File: src/rtl/mem_arbiter.sv
// ============================================================================
// mem_arbiter
//
// Purpose:
//   Shares one physical memory port between the instruction cache and the
//   data cache. The instruction cache only reads. The data cache reads and
//   writes. The arbiter runs one line transaction at a time. It returns
//   registered read data to the granted requester, together with a one-cycle
//   response pulse.
//
// Optional feature:
//   MEM_ARB_ROUND_ROBIN_EN
//     Defined:   when both sides are pending, the side that was not granted
//                last time wins.
//     Undefined: the data side always wins a conflict.
//
// Ports:
//   clk, rst              clock; asynchronous active-high reset
//   i_read, i_address     instruction-side read request (level) and line address
//   i_rdata, i_resp       instruction-side read data and one-cycle completion
//   d_read, d_write       data-side request (level); read+write counts as write
//   d_address, d_wdata    data-side line address and write line
//   d_rdata, d_resp       data-side read data and one-cycle completion
//   pmem_read/pmem_write  memory strobes, held until pmem_resp
//   pmem_address/wdata    memory address and write line (registered)
//   pmem_rdata, pmem_resp memory read line and one-cycle completion
//   grant_d               1 while the data side owns the port
// ============================================================================
module mem_arbiter #(
   parameter int ADDR_W = 32,
   parameter int LINE_W = 256
) (
   input  logic              clk,
   input  logic              rst,
   input  logic              i_read,
   input  logic [ADDR_W-1:0] i_address,
   output logic [LINE_W-1:0] i_rdata,
   output logic              i_resp,
   input  logic              d_read,
   input  logic              d_write,
   input  logic [ADDR_W-1:0] d_address,
   input  logic [LINE_W-1:0] d_wdata,
   output logic [LINE_W-1:0] d_rdata,
   output logic              d_resp,
   output logic              pmem_read,
   output logic              pmem_write,
   output logic [ADDR_W-1:0] pmem_address,
   output logic [LINE_W-1:0] pmem_wdata,
   input  logic [LINE_W-1:0] pmem_rdata,
   input  logic              pmem_resp,
   output logic              grant_d
);

   typedef enum logic [1:0] {
      IDLE   = 2'd0,
      BUSY_I = 2'd1,
      BUSY_D = 2'd2,
      RESP   = 2'd3
   } state_t;

   state_t              state_reg,    state_next;
   logic                grant_d_reg,  grant_d_next;
   logic                op_write_reg, op_write_next;
   logic [ADDR_W-1:0]   addr_reg,     addr_next;
   logic [LINE_W-1:0]   wdata_reg,    wdata_next;
   logic [LINE_W-1:0]   rdata_reg,    rdata_next;

   logic pending_i;
   logic pending_d;
   logic pick_d;
   logic busy;

   assign pending_i = i_read;
   assign pending_d = d_read | d_write;

`ifdef MEM_ARB_ROUND_ROBIN_EN
   // 1 = data side won the most recent grant. Reset makes the instruction
   // side the last winner, so the first conflict goes to the data side.
   logic last_grant_d_reg;

   // A conflict goes to whichever side did not win last time.
   assign pick_d = pending_d & (~pending_i | ~last_grant_d_reg);

   always_ff @(posedge clk or posedge rst) begin
      if (rst) begin
         last_grant_d_reg <= 1'b0;
      end else if (state_reg == IDLE && (pending_i || pending_d)) begin
         last_grant_d_reg <= pick_d;
      end
   end
`else
   // Fixed priority: the data side wins any conflict.
   assign pick_d = pending_d;
`endif

   // ---------------------------------------------------------------------
   // State and datapath registers
   // ---------------------------------------------------------------------
   always_ff @(posedge clk or posedge rst) begin
      if (rst) begin
         state_reg    <= IDLE;
         grant_d_reg  <= 1'b0;
         op_write_reg <= 1'b0;
         addr_reg     <= '0;
         wdata_reg    <= '0;
         rdata_reg    <= '0;
      end else begin
         state_reg    <= state_next;
         grant_d_reg  <= grant_d_next;
         op_write_reg <= op_write_next;
         addr_reg     <= addr_next;
         wdata_reg    <= wdata_next;
         rdata_reg    <= rdata_next;
      end
   end

   // ---------------------------------------------------------------------
   // Next-state logic. Requester inputs are looked at only in IDLE. Once a
   // transaction is granted, it runs entirely from the registered copies.
   // ---------------------------------------------------------------------
   always_comb begin
      state_next    = state_reg;
      grant_d_next  = grant_d_reg;
      op_write_next = op_write_reg;
      addr_next     = addr_reg;
      wdata_next    = wdata_reg;
      rdata_next    = rdata_reg;

      case (state_reg)
         IDLE: begin
            if (pending_i || pending_d) begin
               grant_d_next  = pick_d;
               // A read and a write asserted together are treated as a write.
               op_write_next = pick_d & d_write;
               addr_next     = pick_d ? d_address : i_address;
               wdata_next    = pick_d ? d_wdata : '0;
               state_next    = pick_d ? BUSY_D : BUSY_I;
            end
         end
         BUSY_I, BUSY_D: begin
            if (pmem_resp) begin
               rdata_next = pmem_rdata;
               state_next = RESP;
            end
         end
         RESP: begin
            // The requester drops its request during this cycle, so IDLE
            // never sees the completed request again.
            state_next = IDLE;
         end
         default: begin
            state_next = IDLE;
         end
      endcase
   end

   // ---------------------------------------------------------------------
   // Outputs: decoded from the state or taken straight from registers.
   // ---------------------------------------------------------------------
   assign busy         = (state_reg == BUSY_I) || (state_reg == BUSY_D);
   assign pmem_read    = busy & ~op_write_reg;
   assign pmem_write   = busy &  op_write_reg;
   assign pmem_address = addr_reg;
   assign pmem_wdata   = wdata_reg;

   assign i_resp  = (state_reg == RESP) & ~grant_d_reg;
   assign d_resp  = (state_reg == RESP) &  grant_d_reg;
   assign i_rdata = i_resp ? rdata_reg : '0;
   assign d_rdata = d_resp ? rdata_reg : '0;
   assign grant_d = grant_d_reg & ((state_reg == BUSY_D) || (state_reg == RESP));

endmodule
File: config.mk
export PLATFORM = sky130hd
export DESIGN_NAME = mem_arbiter
export DESIGN_NICKNAME = d
export VERILOG_FILES = /design/src/rtl/mem_arbiter.sv
export SDC_FILE = /design/constraint.sdc
export NUM_CORES = 1
export LEC_CHECK = 0
export ABC_AREA = 0
export CAP_MARGIN = 20
export CORE_AREA = 8 8 532 534
export DETAILED_ROUTE_END_ITERATION = 8
export DIE_AREA = 0 0 540 542
export GPL_TIMING_DRIVEN = 0
export PLACE_DENSITY = 0.33
export SETUP_SLACK_MARGIN = 0.5
export SLEW_MARGIN = 20
export SYNTH_ARGS = -nofsm -noshare
export SYNTH_HDL_FRONTEND = slang
export SYNTH_SLANG_ARGS = --single-unit
File: constraint.sdc
create_clock -name clk -period 25.1 [get_ports clk]
set_input_delay 7.53 -clock clk [delete_from_list [all_inputs] [get_ports clk]]
set_output_delay 7.53 -clock clk [all_outputs]
set_load 0.005 [all_outputs]
# Yosys cells after proc, flatten, opt, wreduce, memory -nomap -nowiden
# Cells that the tools add are included.
op_classes:
  addsub: 0
  n_mul: 0
  n_div: 0
  n_lt_le_gt_ge: 0
  eq_ne: 5
  shifts: 0
  muxes: 8
  n_bitwise: 9
  reduce_logical: 8
ops:
  columns: ["operator", "n"]
  rows:
  - ["$mux 256", 3]
  - ["$mux 32", 1]
  - ["$and 1x1->1", 6]
  - ["$mux 2", 3]
  - ["$pmux 2 s3", 1]
  - ["$reduce_and 2->1", 3]
  - ["$eq 2x2->1 const B", 2]
  - ["$ne 2x2->1 const B", 2]
  - ["$logic_or 1x1->1", 3]
  - ["$eq 2x1->1 const B", 1]
  - ["$logic_not 2->1", 1]
  - ["$not 1->1", 2]
  - ["$reduce_or 2->1", 1]
  - ["$or 1x1->1", 1]
totals:
  reg_bits: 548
  latchBits: 0
  mem_bits_rw: 0
  romBits: 0
  in_bits: 582
  out_inout_bits: 805
  word_cells: 36
  memories: 0

# Longest topological paths before layout
depth:
  word_depth: 4
  depth_mapped: 7
  ltp_nobuf: 5

# Worst setup path after synthesis
# OpenSTA, ideal clock, no wires.
synth_path:
  path_kind: "reg-to-output"
  from: "reg state_reg[1]"
  to: "out i_rdata[216]"
  t_arrival_ns: 1.460
  slack_ns: 16.110
  path_stages_with_launch: 7
  cell_sequence: "dfrtp_1 -> ha_1 -> clkbuf_1 -> and2b_1 -> clkbuf_1 -> clkbuf_1 -> and2_1"
synth_between:
  elab_chain_cells: 3
synth_rtl:
  columns: ["element", "line", "text"]
  rows:
  - ["start, declared", "61", "state_t state_reg, state_next;"]
  - ["start signal, assigned", "108", "state_reg <= state_next;"]
  - ["$eq 2x2->1", "166", "assign i_resp = (state_reg == RESP) & ~grant_d_reg;"]
  - ["$and 1x1->1", "166", null]
  - ["$mux 256", "168", "assign i_rdata = i_resp ? rdata_reg : '0;"]
  - ["end, declared", "37", "output logic [LINE_W-1:0] i_rdata,"]
# No other way between the ends.

# Worst setup path in the final report
layout_path:
  from: "reg state_reg[1]"
  to: "out i_rdata[209]"
# Same word-level chain as after synthesis.

==> impl_metrics.json <==
{
  "fill_cells": 30524,
  "maxCapViolCount": 0,
  "clkSlewWorstSetupHoldPaths_ps": 50,
  "drv_slew": 0,
  "arrival_ps": 4600,
  "cts_root_buf": "clkbuf_16",
  "max_freq_ghz": 0.0824,
  "ys.flop_type": "dfrtp_1",
  "setup_viol": 0,
  "hold_viol_final": 0,
  "synth-seq-cells": 548,
  "antenna_found_initial": 110,
  "viasPerCell": 3.19,
  "synth-edff-count": 0,
  "num_rows": 193,
  "drt_wl_total_um": 199000,
  "cts_hold_buffers": 0,
  "clockBufferDepth": 3,
  "min_path_cells": 2,
  "die-area_um2": 293000,
  "worstSetupPathType": "reg2out",
  "power.density_nw_per_um2": 125,
  "final_cell_area_um2": 44900,
  "ir_drop_uv": 67.2,
  "core_area_um2": 275000,
  "holdPathEnd": "pmem_address[30]$_DFFE_PP0P_",
  "overflow": 0,
  "die_height_um": 542,
  "cp_slowest_cell": "clkbuf_1",
  "drive_gt1_share_pct": 14.3,
  "regToRegSetupSlack_ps": 21900,
  "fin_nets": 3936,
  "async_reset_ff_share_pct": 100,
  "synth_top_area_cell": "dfrtp_1",
  "drt_iter0_markers": 948,
  "ioPinCount": 1387,
  "min_from": "pmem_address[30]$_DFFE_PP0P_",
  "slew_headroom_pct": 26.9,
  "rr_endpoint": "rdata_reg[23]$_DFFE_PP0P_",
  "cts_setup_buffers": 0,
  "yosysWarnings": 0,
  "die_x_um": 540,
  "wl_per_cell_um": 28.3,
  "rsz0062_at_grt": "no",
  "place_congestion": 0.904,
  "grt_pass1_vias": 24375,
  "min_period_ps": 12130,
  "htree_levels": 3,
  "regArea_um2": 13700,
  "avgSynthCellArea_um2": 12.6,
  "cts_resized": 0,
  "fin_tns_setup_ps": 0,
  "netlist-cell-type-count": 21,
  "power_uw": 5600,
  "r2r-start": "state_reg[1]$_DFFE_PP0P_",
  "leakagePower_uw": 0.0182,
  "syn_inst": 1875,
  "final.period_utilization_pct": 48.3,
  "multi_input_area_um2": 9130,
  "ant_nets": 0,
  "clock_skew_ps": 25.8,
  "clkSinkCount": 548,
  "area_growth_pct": 90.1,
  "dr.pass1.iters": 4,
  "numCtsBuffers": 79,
  "cts_tree": "done",
  "insertion_delay_ps": 690,
  "hpwl_um": 171000,
  "drc": 0,
  "netlist.area_leader.share_pct": 58.0,
  "grt_max_degree": 95,
  "worstPathRequired_ps": 17570,
  "path_common_cell": "clkbuf_1",
  "crit_buf_inv": 4,
  "crit_family": "buffers and inverters",
  "hp-class": "reg2reg",
  "postPlaceCellArea_um2": 42300,
  "worstPathMaxFanout": 14,
  "vias": 22466,
  "rr_worst_depth": 6,
  "synthesis.area_um2": 23600,
  "grt_pass1_wl_um": 258000,
  "yosys-top-cells-count": "dfrtp_1 (548), and2_1 (258), a22o_1 (257), mux2_2 (257), and3_1 (256)",
  "slowest_delay_ps": 730,
  "yosysSeqAreaShare_pct": 58.0,
  "initial_core_util_pct": 8.60,
  "cp-end-kind": "output pin",
  "syn_nets": 2461,
  "synth.area.top_cells": "dfrtp_1 (58%), mux2_2 (12%), a22o_1 (9.5%)",
  "path_cells": "ha_1, clkbuf_1, and2b_1, buf_2, clkbuf_1, and2_1, clkdlybuf4s50_1",
  "grtUsageTotal_pct": 13.0,
  "status": "completed",
  "worst_pin_slew_ps": 1100,
  "start_kind": "register",
  "port_buffers": 1386,
  "synth.most_common_cell": "dfrtp_1",
  "crit_path_start": "state_reg[1]$_DFFE_PP0P_"
}
## stage by stage
| step | hold WS, ps | std cells | util, % | setup slack [ps] |
|---|---|---|---|---|
| 2_1_floorplan | 473 | 1875 | - | 2250 |
| 3_3_place_gp | 466 | 6868 | 15.3 | -8340 |
| 3_5_place_dp | 470 | 6876 | 15.4 | 13240 |
| 4_1_cts | 482 | 7022 | 16.3 | 12460 |
| 5_1_grt | 498 | 7031 | 16.3 | 12500 |
| 6_report | 476 | 7051 | 16.4 | 12970 |
## logic make-up after synthesis
group	after synthesis	share of synthesized area, %
and+or+nand+nor	554	14.3
DFF	548	58.0
AOI/OAI and AO/OA	294	10.4
muxes	291	13.7
buffers and inverters	184	3.39
adders and majority gates	4	0.212
## where the power goes
group	internal (uW)	switching, uW
Combinational	1420	1290
Clock	660	484
Sequential	1320	438
Total	3390	2210
## routing by layer
layer	wire [um]	track usage (%)	share of wire, %	vias up
met5	570	0	0.29	-
met4	3820	2.37	1.9	88
met3	18000	5.31	9.0	272
met2	105000	24.6	53	1126
met1	72200	13.6	36	11240
li1	-	-	-	9740
## placed cells by master (no fill, tap or decap), drive strengths merged, types with 2 or more instances in the layout
| cell type | n |
|---|---|
| clkdlybuf4s50 | 1386 |
| dfrtp | 548 |
| and2 | 258 |
| mux2 | 257 |
| a22o | 257 |
| and3 | 256 |
| clkbuf | 214 |
| buf | 96 |
| mux2i | 34 |
| nand2 | 33 |
| o21ai | 32 |
| diode | 29 |
| clkinv | 18 |
| inv | 7 |
| ha | 4 |
| nor2b | 3 |
| a21oi | 2 |
| clkinvlp | 2 |
| nor2 | 2 |
## how the worst max path moves through the flow
stage | slack [ps] | end | cells past startpoint
floorplan | 2250 | grant_d_reg$_DFFE_PP0P_ | 1
global placement | -8340 | pmem_wdata[215]$_DFFE_PP0P_ | 2
detailed placement | 13240 | i_rdata[209] | 7
CTS | 12460 | i_rdata[209] | 7
global route | 12500 | i_rdata[209] | 7
finish | 12970 | i_rdata[209] | 7
## layout make-up
cell class	instances	area share, %
inverter	3	0.0418
buffer	181	1.78
antenna	29	0.161
multi-input combinational	1143	20.3
timing repair buffer	1394	31.3
sequential	548	30.5
clock buffer	121	5.22
clock inverter	25	0.574
tap	3607	10.0
## worst register-to-register path, delay by kind of cell, from the launching register on
family	cells	cell delay (ps)
buf+inv	3	1290
simple gates	1	660
flops	1	400
mux	1	400
fa+ha+maj	1	350
(Power assumes the default switching activity.)
